==> src/rtl/alu_op_feeder.sv <==
// Command FIFO and issue sequencer for a registered ALU: queues operand/opcode commands, drives
// them into the ALU one per cycle and returns each result as a one-cycle response, in order.
module alu_op_feeder #(
  parameter int unsigned DEPTH = 4
) (
  input  logic        clock,
  input  logic        reset,
  input  logic        cmd_valid,
  output logic        cmd_ready,
  input  logic [7:0]  cmd_a,
  input  logic [7:0]  cmd_b,
  input  logic [3:0]  cmd_sel,
  input  logic        pause,
  input  logic        flush,
  output logic [7:0]  A,
  output logic [7:0]  B,
  output logic [3:0]  ALU_Sel,
  input  logic [7:0]  alu_result,
  input  logic        alu_carry,
  output logic        rsp_valid,
  output logic [7:0]  rsp_data,
  output logic        rsp_carry,
  output logic        rsp_err,
  output logic [15:0] op_count,
  output logic [7:0]  err_count
);

  localparam int unsigned PtrW = (DEPTH > 1) ? $clog2(DEPTH) : 1;
  localparam int unsigned CntW = PtrW + 1;

  typedef enum logic [1:0] {StIdle, StIssue, StPaused} state_e;

  typedef struct packed {
    logic [7:0] a;
    logic [7:0] b;
    logic [3:0] sel;
  } cmd_t;

  cmd_t            mem_q [DEPTH];
  logic [PtrW-1:0] wr_ptr_q, rd_ptr_q;
  logic [CntW-1:0] cnt_q, cnt_d;
  state_e          state_q;

  logic [7:0]  a_q, b_q;
  logic [3:0]  sel_q;
  logic        tag1_valid_q, tag1_err_q, tag2_valid_q, tag2_err_q;
  logic        rsp_valid_q, rsp_carry_q, rsp_err_q;
  logic [7:0]  rsp_data_q;
  logic [15:0] op_count_q;
  logic [7:0]  err_count_q;

  cmd_t head;
  logic full, empty, push, issue, head_err;

  always_comb begin
    full      = (cnt_q == CntW'(DEPTH));
    empty     = (cnt_q == '0);
    cmd_ready = !full && !flush && !reset;
    push      = cmd_valid && cmd_ready;
    // Issuing happens only once the FSM sits in StIssue, so leaving StPaused costs one cycle.
    issue     = (state_q == StIssue) && !empty && !pause && !flush;
    head      = mem_q[rd_ptr_q];
    head_err  = (head.sel > 4'd3) || ((head.sel == 4'd3) && (head.b == 8'd0));
    cnt_d     = cnt_q;
    if (push && !issue) begin
      cnt_d = cnt_q + CntW'(1);
    end else if (!push && issue) begin
      cnt_d = cnt_q - CntW'(1);
    end
  end

  // Storage carries no reset; occupancy is tracked by the pointers and count alone.
  always_ff @(posedge clock) begin
    if (push) begin
      mem_q[wr_ptr_q] <= {cmd_a, cmd_b, cmd_sel};
    end
  end

  always_ff @(posedge clock) begin
    if (reset) begin
      state_q      <= StIdle;
      wr_ptr_q     <= '0;
      rd_ptr_q     <= '0;
      cnt_q        <= '0;
      a_q          <= '0;
      b_q          <= '0;
      sel_q        <= '0;
      tag1_valid_q <= 1'b0;
      tag1_err_q   <= 1'b0;
      tag2_valid_q <= 1'b0;
      tag2_err_q   <= 1'b0;
      rsp_valid_q  <= 1'b0;
      rsp_data_q   <= '0;
      rsp_carry_q  <= 1'b0;
      rsp_err_q    <= 1'b0;
      op_count_q   <= '0;
      err_count_q  <= '0;
    end else if (flush) begin
      state_q      <= pause ? StPaused : StIdle;
      wr_ptr_q     <= '0;
      rd_ptr_q     <= '0;
      cnt_q        <= '0;
      tag1_valid_q <= 1'b0;
      tag1_err_q   <= 1'b0;
      tag2_valid_q <= 1'b0;
      tag2_err_q   <= 1'b0;
      rsp_valid_q  <= 1'b0;
    end else begin
      if (push) begin
        wr_ptr_q <= wr_ptr_q + PtrW'(1);
      end
      if (issue) begin
        rd_ptr_q   <= rd_ptr_q + PtrW'(1);
        a_q        <= head.a;
        b_q        <= head.b;
        sel_q      <= head.sel;
        op_count_q <= op_count_q + 16'd1;
        if (head_err && (err_count_q != 8'hFF)) begin
          err_count_q <= err_count_q + 8'd1;
        end
      end
      cnt_q        <= cnt_d;
      tag1_valid_q <= issue;
      tag1_err_q   <= issue && head_err;
      // The ALU registers its result on the edge the tag moves to stage 2.
      tag2_valid_q <= tag1_valid_q;
      tag2_err_q   <= tag1_err_q;
      rsp_valid_q  <= tag2_valid_q;
      if (tag2_valid_q) begin
        rsp_data_q  <= tag2_err_q ? 8'h00 : alu_result;
        rsp_carry_q <= tag2_err_q ? 1'b0 : alu_carry;
        rsp_err_q   <= tag2_err_q;
      end
      if (pause) begin
        state_q <= StPaused;
      end else if (cnt_d != '0) begin
        state_q <= StIssue;
      end else begin
        state_q <= StIdle;
      end
    end
  end

  assign A         = a_q;
  assign B         = b_q;
  assign ALU_Sel   = sel_q;
  assign rsp_valid = rsp_valid_q;
  assign rsp_data  = rsp_data_q;
  assign rsp_carry = rsp_carry_q;
  assign rsp_err   = rsp_err_q;
  assign op_count  = op_count_q;
  assign err_count = err_count_q;

endmodule
==> config.mk <==
export PLATFORM = sky130hd
export DESIGN_NAME = alu_op_feeder
export DESIGN_NICKNAME = d
export VERILOG_FILES = /design/src/rtl/alu_op_feeder.sv
export SDC_FILE = /design/constraint.sdc
export NUM_CORES = 1
export LEC_CHECK = 0
export CORE_ASPECT_RATIO = 1.25
export CORE_UTILIZATION = 41
export CTS_CLUSTER_DIAMETER = 120
export CTS_CLUSTER_SIZE = 28
export DETAILED_ROUTE_END_ITERATION = 10
export PLACE_DENSITY = 0.71
export SETUP_SLACK_MARGIN = 0.02
export SLEW_MARGIN = 20
export SYNTH_ARGS = -nofsm -noshare
export SYNTH_HDL_FRONTEND = slang
export SYNTH_SLANG_ARGS = --single-unit
==> constraint.sdc <==
create_clock -name clock -period 3 [get_ports clock]
set_input_delay 0.75 -clock clock [delete_from_list [all_inputs] [get_ports clock]]
set_output_delay 0.75 -clock clock [all_outputs]
set_load 0.1 [all_outputs]
Word level (Yosys, flattened, before mapping)
Memory sizes are Yosys's and may differ from the RTL's. A register that Yosys moved wholly into a read port is not among the register bits.
Index checks and enable logic that the tools add are counted.
{ "word_totals": {"regBits": 68, "ramBits": 80, "input_bits": 34, "out_inout_bits": 56, "wordCells": 68, "n_memories": 1} }
{ "mem_list": {"columns": ["memory", "depth", "width", "rd", "rd_clocked_by_memory_dff", "write_ports", "line", "source"], "rows": [
  ["mem_q", 4, 20, 1, 1, 1, "39", "cmd_t mem_q [DEPTH];"]
]} }
{ "op_classes": {"addsub": 6, "n_lt_le_gt_ge": 1, "n_eq_ne": 4, "n_mux": 12, "bitwise": 1, "reduce_logical": 26} }
{ "op_table": {"columns": ["op", "count"], "rows": [
  ["16-bit by 1-bit adder with 16-bit output, second input constant", 1],
  ["1-bit logical AND", 11],
  ["2-bit two-way mux", 5],
  ["8-bit by 1-bit adder with 8-bit output, second input constant", 1],
  ["8-bit zero test", 1],
  ["8-bit two-way mux", 1],
  ["8-bit != test, second input constant", 1],
  ["1-bit zero test", 7],
  ["3-bit two-way mux", 2],
  ["2-bit by 1-bit adder with 2-bit output, second input constant", 2],
  ["4-bit by 2-bit equality test with 1-bit output, second input constant", 1],
  ["4-bit by 2-bit greater-than comparator with 1-bit output, second input constant", 1],
  ["1-bit two-way mux", 4],
  ["2-bit AND reduction", 2],
  ["3-bit by 1-bit adder with 3-bit output, second input constant", 1],
  ["3-bit equality test, second input constant", 1],
  ["3-bit zero test", 1],
  ["3-bit AND reduction", 1],
  ["3-bit nonzero test", 1],
  ["3-bit by 1-bit subtractor with 3-bit output, second input constant", 1],
  ["2-bit by 1-bit equality test with 1-bit output, second input constant", 1],
  ["2-bit OR reduction", 1],
  ["1-bit logical OR", 1],
  ["1-bit inverter", 1]
]} }

Longest topological paths before layout
Gate-level depths: netlist (run 1).
{ "logic_depth": {"word_depth": 13, "mapped_depth": 8, "depth_no_buf": 7} }

Least setup slack after synthesis (run 1)
OpenSTA, ideal clock, no wires.
{ "synth_path": {"kind": "input to register", "start": "input port flush", "end": "register state_q[0]", "setup_ns": 0.086, "arrival_ns": 4.557, "required_time_ns": 2.914, "path_slack_ns": -1.642, "stages": 5, "path_buffers": 0, "cell_sequence": "a211oi_1 -> a211oi_1 -> a221oi_1 -> o32ai_1 -> a211oi_1"} }
{ "synth_between": {"elab_chain_len": 12, "elab_cells_between_ends": 15, "classes_between": "5 x mux; 10 x reduce/logical"} }
{ "synth_rtl": {"columns": ["item", "line", "source"], "rows": [
  ["start, declared", "14", "input logic flush,"],
  ["1-bit zero test", "58, 61", null],
  ["1-bit logical AND (2 in a row)", "58", "cmd_ready = !full && !flush && !reset;"],
  ["1-bit logical AND", "59", "push = cmd_valid && cmd_ready;"],
  ["1-bit zero test", "67", "end else if (!push && issue) begin"],
  ["1-bit logical AND", "67", null],
  ["3-bit two-way mux", "67", null],
  ["3-bit two-way mux", "65", "if (push && !issue) begin"],
  ["3-bit nonzero test", "136", "end else if (cnt_d != '0) begin"],
  ["1-bit two-way mux", "136", null],
  ["2-bit two-way mux", "134", "if (pause) begin"],
  ["2-bit two-way mux (*)", "98", "end else if (flush) begin"],
  ["end signal, assigned", "99", "state_q <= pause ? StPaused : StIdle;"],
  ["end signal, assigned", "135", "state_q <= StPaused;"],
  ["end signal, assigned", "137", "state_q <= StIssue;"],
  ["end, declared", "42", "state_e state_q;"]
]} }
Every way passes the cells marked *; elsewhere a longest branch is shown, timed or not.
A chain may end at the register's enable or synchronous reset.

==> results_dict.tcl, run 1 <==
set metrics [dict create \
    status "finished, final reports clean" \
    cp_max_fo 10 \
    powerDensity_nw_per_um2 558.8 \
    worstHoldStart "tag1_valid_q" \
    die_w_um 108.3 \
    hold_viol 0 \
    clock_latency_ps 410 \
    clk_pin_slew_ps 60 \
    ioPinCount 90 \
    nets 604 \
    routed_wl_um 12380 \
    crit_path_start_kind "register" \
    yosysWarnings 0 \
    ys.flop_type "edfxtp_1" \
    place_inst 712 \
    antenna_left 0 \
    layout.cells.non_filler 749 \
    whs_endpoint "tag2_valid_q" \
    rsz0062_at_grt "no" \
    synth-seq-area-share_pct 65.63 \
    ys_seq_elements 150 \
    synth_common_cells "edfxtp_1 (80), dfxtp_1 (70), nand2_1 (54)" \
    crit_path_end_kind "register" \
    finalSetupViolCount 0 \
    placed_cell_area_um2 6984 \
    cts_buffers 17 \
    hold_depth 1 \
    pwr-share-clk_pct 45.6 \
    required_ps 3290 \
    crit_path_top_delay_cell "or4_4" \
    fmax_mhz 341.2 \
    die_area_um2 14620 \
    peakVddDrop_uv 505.8 \
    cpPeakStageDelay_ps 570 \
    grt_antenna_before_repair 0 \
    hp-class "register to register" \
    arrival_ps 3220 \
    htreeDepth 4 \
    root_buffer "clkbuf_16" \
    cts_tree "done" \
    drt_pre_antenna_iters 4 \
    grt-ovfl-total 0 \
    finalClockSkew_ps 7.495 \
    initial_core_util_pct 41.96 \
    synthTopCellsByArea "edfxtp_1 (41%), dfxtp_1 (24%), mux4_2 (6.6%)" \
    synth_fp_nets 483 \
    synth_top_area_cell "edfxtp_1" \
    synth_top_area_share_pct 41.45 \
    async_reset_ff_share_pct 0 \
    grt_pass1_vias 3956 \
    yosysMostFrequentCell "edfxtp_1" \
    numPortBuffers 89 \
    drc 0 \
    tightest_slew_ps 608.5 \
    synth_area_um2 5796 \
    row_count 48 \
    synth_cell_types 49 \
    coreArea_um2 13810 \
    gp_congestion 0.8079 \
    min_period_ps 2931 \
    synth_edf_count 80 \
    combPwrFrac_pct 3.0 \
    r2r_slack_ps 70 \
    grt_first_pass_wirelength_um 19730 \
    drv_cap 0 \
    internal_power_mw 3.367 \
    p_seq_share_pct 51.4 \
    p_leak_nw 2.730 \
    grt_max_degree 59 \
    worst_r2r_path_depth 7 \
    switching_share_pct 20.46 \
    final-max-slew-violation-count 0 \
    wl_per_cell_um 16.53 \
    period_share_pct 97.71 \
    avgViaCountPerCell 5.163 \
    clock_sinks 150 \
    post-dp-hpwl_um 8338 \
    syn_avg_cell_area_um2 13.17 \
    finalInstanceArea_um2 7574 \
    num_vias 3867 \
    rr_endpoint "err_count[0]" \
    die_h_um 134.9 \
    drt_iter0_drc 191 \
    layout-drive-gt1-share_pct 26.31 \
    synth_cells 440 \
    clk_path_buf_depth 2 \
    worst-setup-path-type "register to register" \
    antenna-diode-count 0 \
    power.switching_mw 0.8658 \
    grt_util_all_layers_pct 18.13 \
    area_growth_pct 30.68 \
    slew-limit-headroom_pct 59.44 \
    holdBufCountCts 0 \
    crit_chain "buf_12, mux4_2, or4_4, o41a_1, buf_4, nor2_2, mux2_1" \
]
-- power by group through the flow --
| stage | registers (mW) | logic [mW] | clock network (mW) |
|---|---|---|---|
| global placement | 2.22 | 0.121 | 0 |
| detailed placement | 2.22 | 0.125 | 0 |
| global route | 2.18 | 0.134 | 2.07 |
| finish | 2.18 | 0.126 | 1.93 |
| floorplan | 2.22 | 0.0452 | 0 |
| CTS | 2.18 | 0.126 | 1.97 |
-- registers in the layout, indices dropped and copies added, names as in the netlist, 3 cells and up, named ones only --
signal     cells
ALU_Sel        4
cnt_q          3
op_count      16
B              8
mem_q         80
rsp_data       8
A              8
err_count      8
-- logic make-up after synthesis --
group           count (synthesis)  share of synthesized area [%]
buf+inv                        30                          2.116
xor+xnor                       18                          2.720
flops                         150                          65.63
compound gates                 55                          6.088
mux                            24                          8.679
fa+ha+maj                      10                          2.116
simple gates                  153                          12.65
-- layout by cell type (no fill, tap or decap), types with 9 or more instances in the layout --
cell and instances:
nor3b_1 9, buf_4 81, clkdlybuf4s50_1 32, nand3_1 12
edfxtp_1 80, nor2_1 39, a21oi_1 33, dfxtp_1 68
inv_1 11, xnor2_1 11, mux4_2 18, clkbuf_16 17
nand2_1 54, ha_1 9
-- per-layer routing --
layer / part of all wire (%) / global-route usage (%) / up-vias / wire (µm)
met5: 0 / 0 / - / 0
met3: 4.0 / 4.488 / 11 / 496
li1: - / - / 1848 / -
met2: 53 / 32.38 / 94 / 6549
met4: 1.4 / 7.132 / 0 / 174
met1: 42 / 20.59 / 1914 / 5159
-- repair_timing --
action                                  CTS  global route
endpoints found under the setup margin    0             5
buffers inserted                          0             5
gates resized for setup                   0             5
-- stage by stage --
step                util [%]  setup slack (ps)  setup TNS [ps]  total power [mW]  hold slack, ps
global placement       50.56            -34.48          -56.69             2.339           410.9
CTS                    54.48             39.54               0             4.268           430.0
finish                 54.83             68.75               0             4.232           434.8
global route           54.83             13.50               0             4.380           450.4
detailed placement     50.56            -146.3          -642.6             2.345           416.5
floorplan                  -             199.6               0             2.264           405.7
-- critical path: cells and delay by family, from the launching register on --
family / cells / cell delay [ps]
flops: 1 / 350
mux: 2 / 860
simple gates: 2 / 700
buf+inv: 2 / 340
compound gates: 1 / 560
-- final cells by class --
type / count / area (µm²)
multi-input cells: 260 / 1892
repair buffers: 121 / 1074
clock inverters: 14 / 112.6
flip-flops and latches: 150 / 3806
well taps: 175 / 219.0
fillers: 1184 / 6240
inverters: 11 / 41.29
clock buffers: 18 / 429.2
-- how the worst max path moves through the flow --
stage	end	slack [ps]
after floorplan	state_q[0]	200
after global placement	err_count[6]	-30
after detailed placement	err_count[0]	-150
after CTS	err_count[0]	40
after global routing	err_count[0]	10
final	err_count[0]	70
(Power assumes the default switching activity.)
==> inputs of run 2 (changes only) <==
--- a/config.mk
+++ b/config.mk
@@ -16,3 +16,4 @@
 export SYNTH_ARGS = -nofsm -noshare
 export SYNTH_HDL_FRONTEND = slang
 export SYNTH_SLANG_ARGS = --single-unit
+export TNS_END_PERCENT = 1
==> results of run 2 <==
No change in the layout: final DEF, timing and power equal those of run 1.
==> inputs of run 3 (changes only) <==
--- a/config.mk
+++ b/config.mk
@@ -6,11 +6,11 @@
 export NUM_CORES = 1
 export LEC_CHECK = 0
 export CORE_ASPECT_RATIO = 1.25
-export CORE_UTILIZATION = 41
+export CORE_UTILIZATION = 30
 export CTS_CLUSTER_DIAMETER = 120
 export CTS_CLUSTER_SIZE = 28
 export DETAILED_ROUTE_END_ITERATION = 10
-export PLACE_DENSITY = 0.71
+export PLACE_DENSITY = 0.57
 export SETUP_SLACK_MARGIN = 0.02
 export SLEW_MARGIN = 20
 export SYNTH_ARGS = -nofsm -noshare
==> results_dict.tcl, run 3 (synthesis results as in run 1) <==
set metrics [dict create \
    p_leak_nw 2.732 \
    drt_pre_antenna_iters 4 \
    gp_congestion 0.7773 \
    fin_hold_ws_ps 431.5 \
    min_period_ps 2899 \
    finalSetupViolCount 0 \
    row_count 56 \
    holdBufCountCts 0 \
    crit_chain "buf_12, mux4_2, or4b_1, o41a_1, or4b_1, o211a_1" \
    drc 0 \
    initial_core_util_pct 30.75 \
    largest_register_ffs 80 \
    grt-ovfl-total 0 \
    ioPinCount 90 \
    numPortBuffers 89 \
    drv_cap 0 \
    die_w_um 126.3 \
    peakVddDrop_uv 388.9 \
    required_ps 3320 \
    cts_setup_buffers 0 \
    regMostFlops "mem_q" \
    crit_path_top_delay_cell "or4b_1" \
    post_cts_resized 0 \
    crit_path_end_kind "register" \
    grt_max_degree 48 \
    fin_total_pwr_mw 4.359 \
    drt_iter0_drc 166 \
    arrival_ps 3210 \
    coreArea_um2 18850 \
    finalClockSkew_ps 7.963 \
    final_common_cell "edfxtp_1" \
    cp_top_family "simple AND/OR/NAND/NOR gates" \
    worst-setup-path-type "register to register" \
    layout-drive-gt1-share_pct 25.39 \
    layout.cells.non_filler 803 \
    nets 601 \
    final_cell_mix "edfxtp_1 (80), buf_4 (77), dfxtp_1 (70), nand2_1 (54), nor2_1 (39)" \
    final-max-slew-violation-count 0 \
    slew-limit-headroom_pct 64.98 \
    area_growth_pct 32.19 \
    place_inst 771 \
    grt_pass1_vias 3779 \
    grt_antenna_before_repair 0 \
    antenna_left 0 \
    clk_pin_slew_ps 60 \
    htreeDepth 4 \
    fin_util_pct 40.65 \
    tns_ps 0 \
    cts_tree "done" \
    wl_per_cell_um 15.56 \
    crit_path_frequent_cell "or4b_1" \
    die_area_um2 19880 \
    routed_wl_um 12490 \
    avgViaCountPerCell 4.710 \
    grt_util_all_layers_pct 13.17 \
    cp_max_fo 9 \
    grt_first_pass_wirelength_um 19560 \
    clk_path_buf_depth 2 \
    fmax_mhz 344.9 \
    post-dp-hpwl_um 8575 \
    antenna-diode-count 0 \
    period_share_pct 96.64 \
    crit_path_start_kind "register" \
    cts_buffers 17 \
    root_buffer "clkbuf_16" \
    powerDensity_nw_per_um2 569.0 \
    hp-class "register to register" \
    cpPeakStageDelay_ps 560 \
    clock_latency_ps 420 \
    worstHoldStart "tag1_valid_q" \
    hold_viol 0 \
    rsz0062_at_grt "no" \
    clock_sinks 150 \
    num_vias 3782 \
    status "finished, final reports clean" \
    worst-path-buf-inv 1 \
    die_h_um 157.4 \
    fill_cells 1770 \
    tightest_slew_ps 525.3 \
]
==> run 3: changes by cell type in the layout (fill, tap and decap cells not counted), sizes merged <==
cell	delta
buf	-3
clkinv	-6
inv	+6
==> run 3: worst reg2reg max path: cells and delay by family (launching register included) <==
kind,cells,cell delay (ps)
buffers and inverters,1,150
AND/OR/NAND/NOR,2,1090
flip-flops,1,350
AO/OA/AOI/OAI,2,670
multiplexers,1,530
==> run 3: stage by stage <==
| step | worst slack [ps] | cell area, µm² |
|---|---|---|
| final | 100.7 | 7661 |
| after global routing | 26.41 | 7661 |
| after CTS | 88.90 | 7661 |
| after detailed placement | -82.74 | 7083 |
| after global placement | -33.28 | 7083 |
| after floorplan | 199.6 | 5808 |
==> run 3: final cells by class <==
cell class	instances	area (µm²)	area share, %
clock inverter	14	138.9	1.813
sequential	150	3804	49.65
multi-input combinational	260	1884	24.60
tap	232	290.3	3.789
timing repair buffer	118	1064	13.88
clock buffer	18	439.2	5.732
inverter	11	41.29	0.5390
==> run 3: final timing paths <==
| check | endpoint | slack, ps | cells past startpoint |
|---|---|---|---|
| min reg2reg | tag2_valid_q | 430 | 1 |
| max reg2reg | err_count[6] | 100 | 6 |
| min | tag2_valid_q | 430 | 1 |
| max | err_count[6] | 100 | 6 |
==> run 3: metal layers <==
| layer | part of all wire [%] | vias up | GRT usage, % |
|---|---|---|---|
| li1 | - | 1843 | - |
| met1 | 45 | 1824 | 15.49 |
| met2 | 50 | 100 | 22.76 |
| met3 | 3.6 | 15 | 3.637 |
| met4 | 1.4 | 0 | 5.221 |
| met5 | 0 | - | 0 |
==> run 3: power by group <==
part           internal [mW]  switching (mW)
sequential              2.17         0.00332
combinational         0.0629          0.0617
clock                   1.18           0.876
total                   3.42           0.941
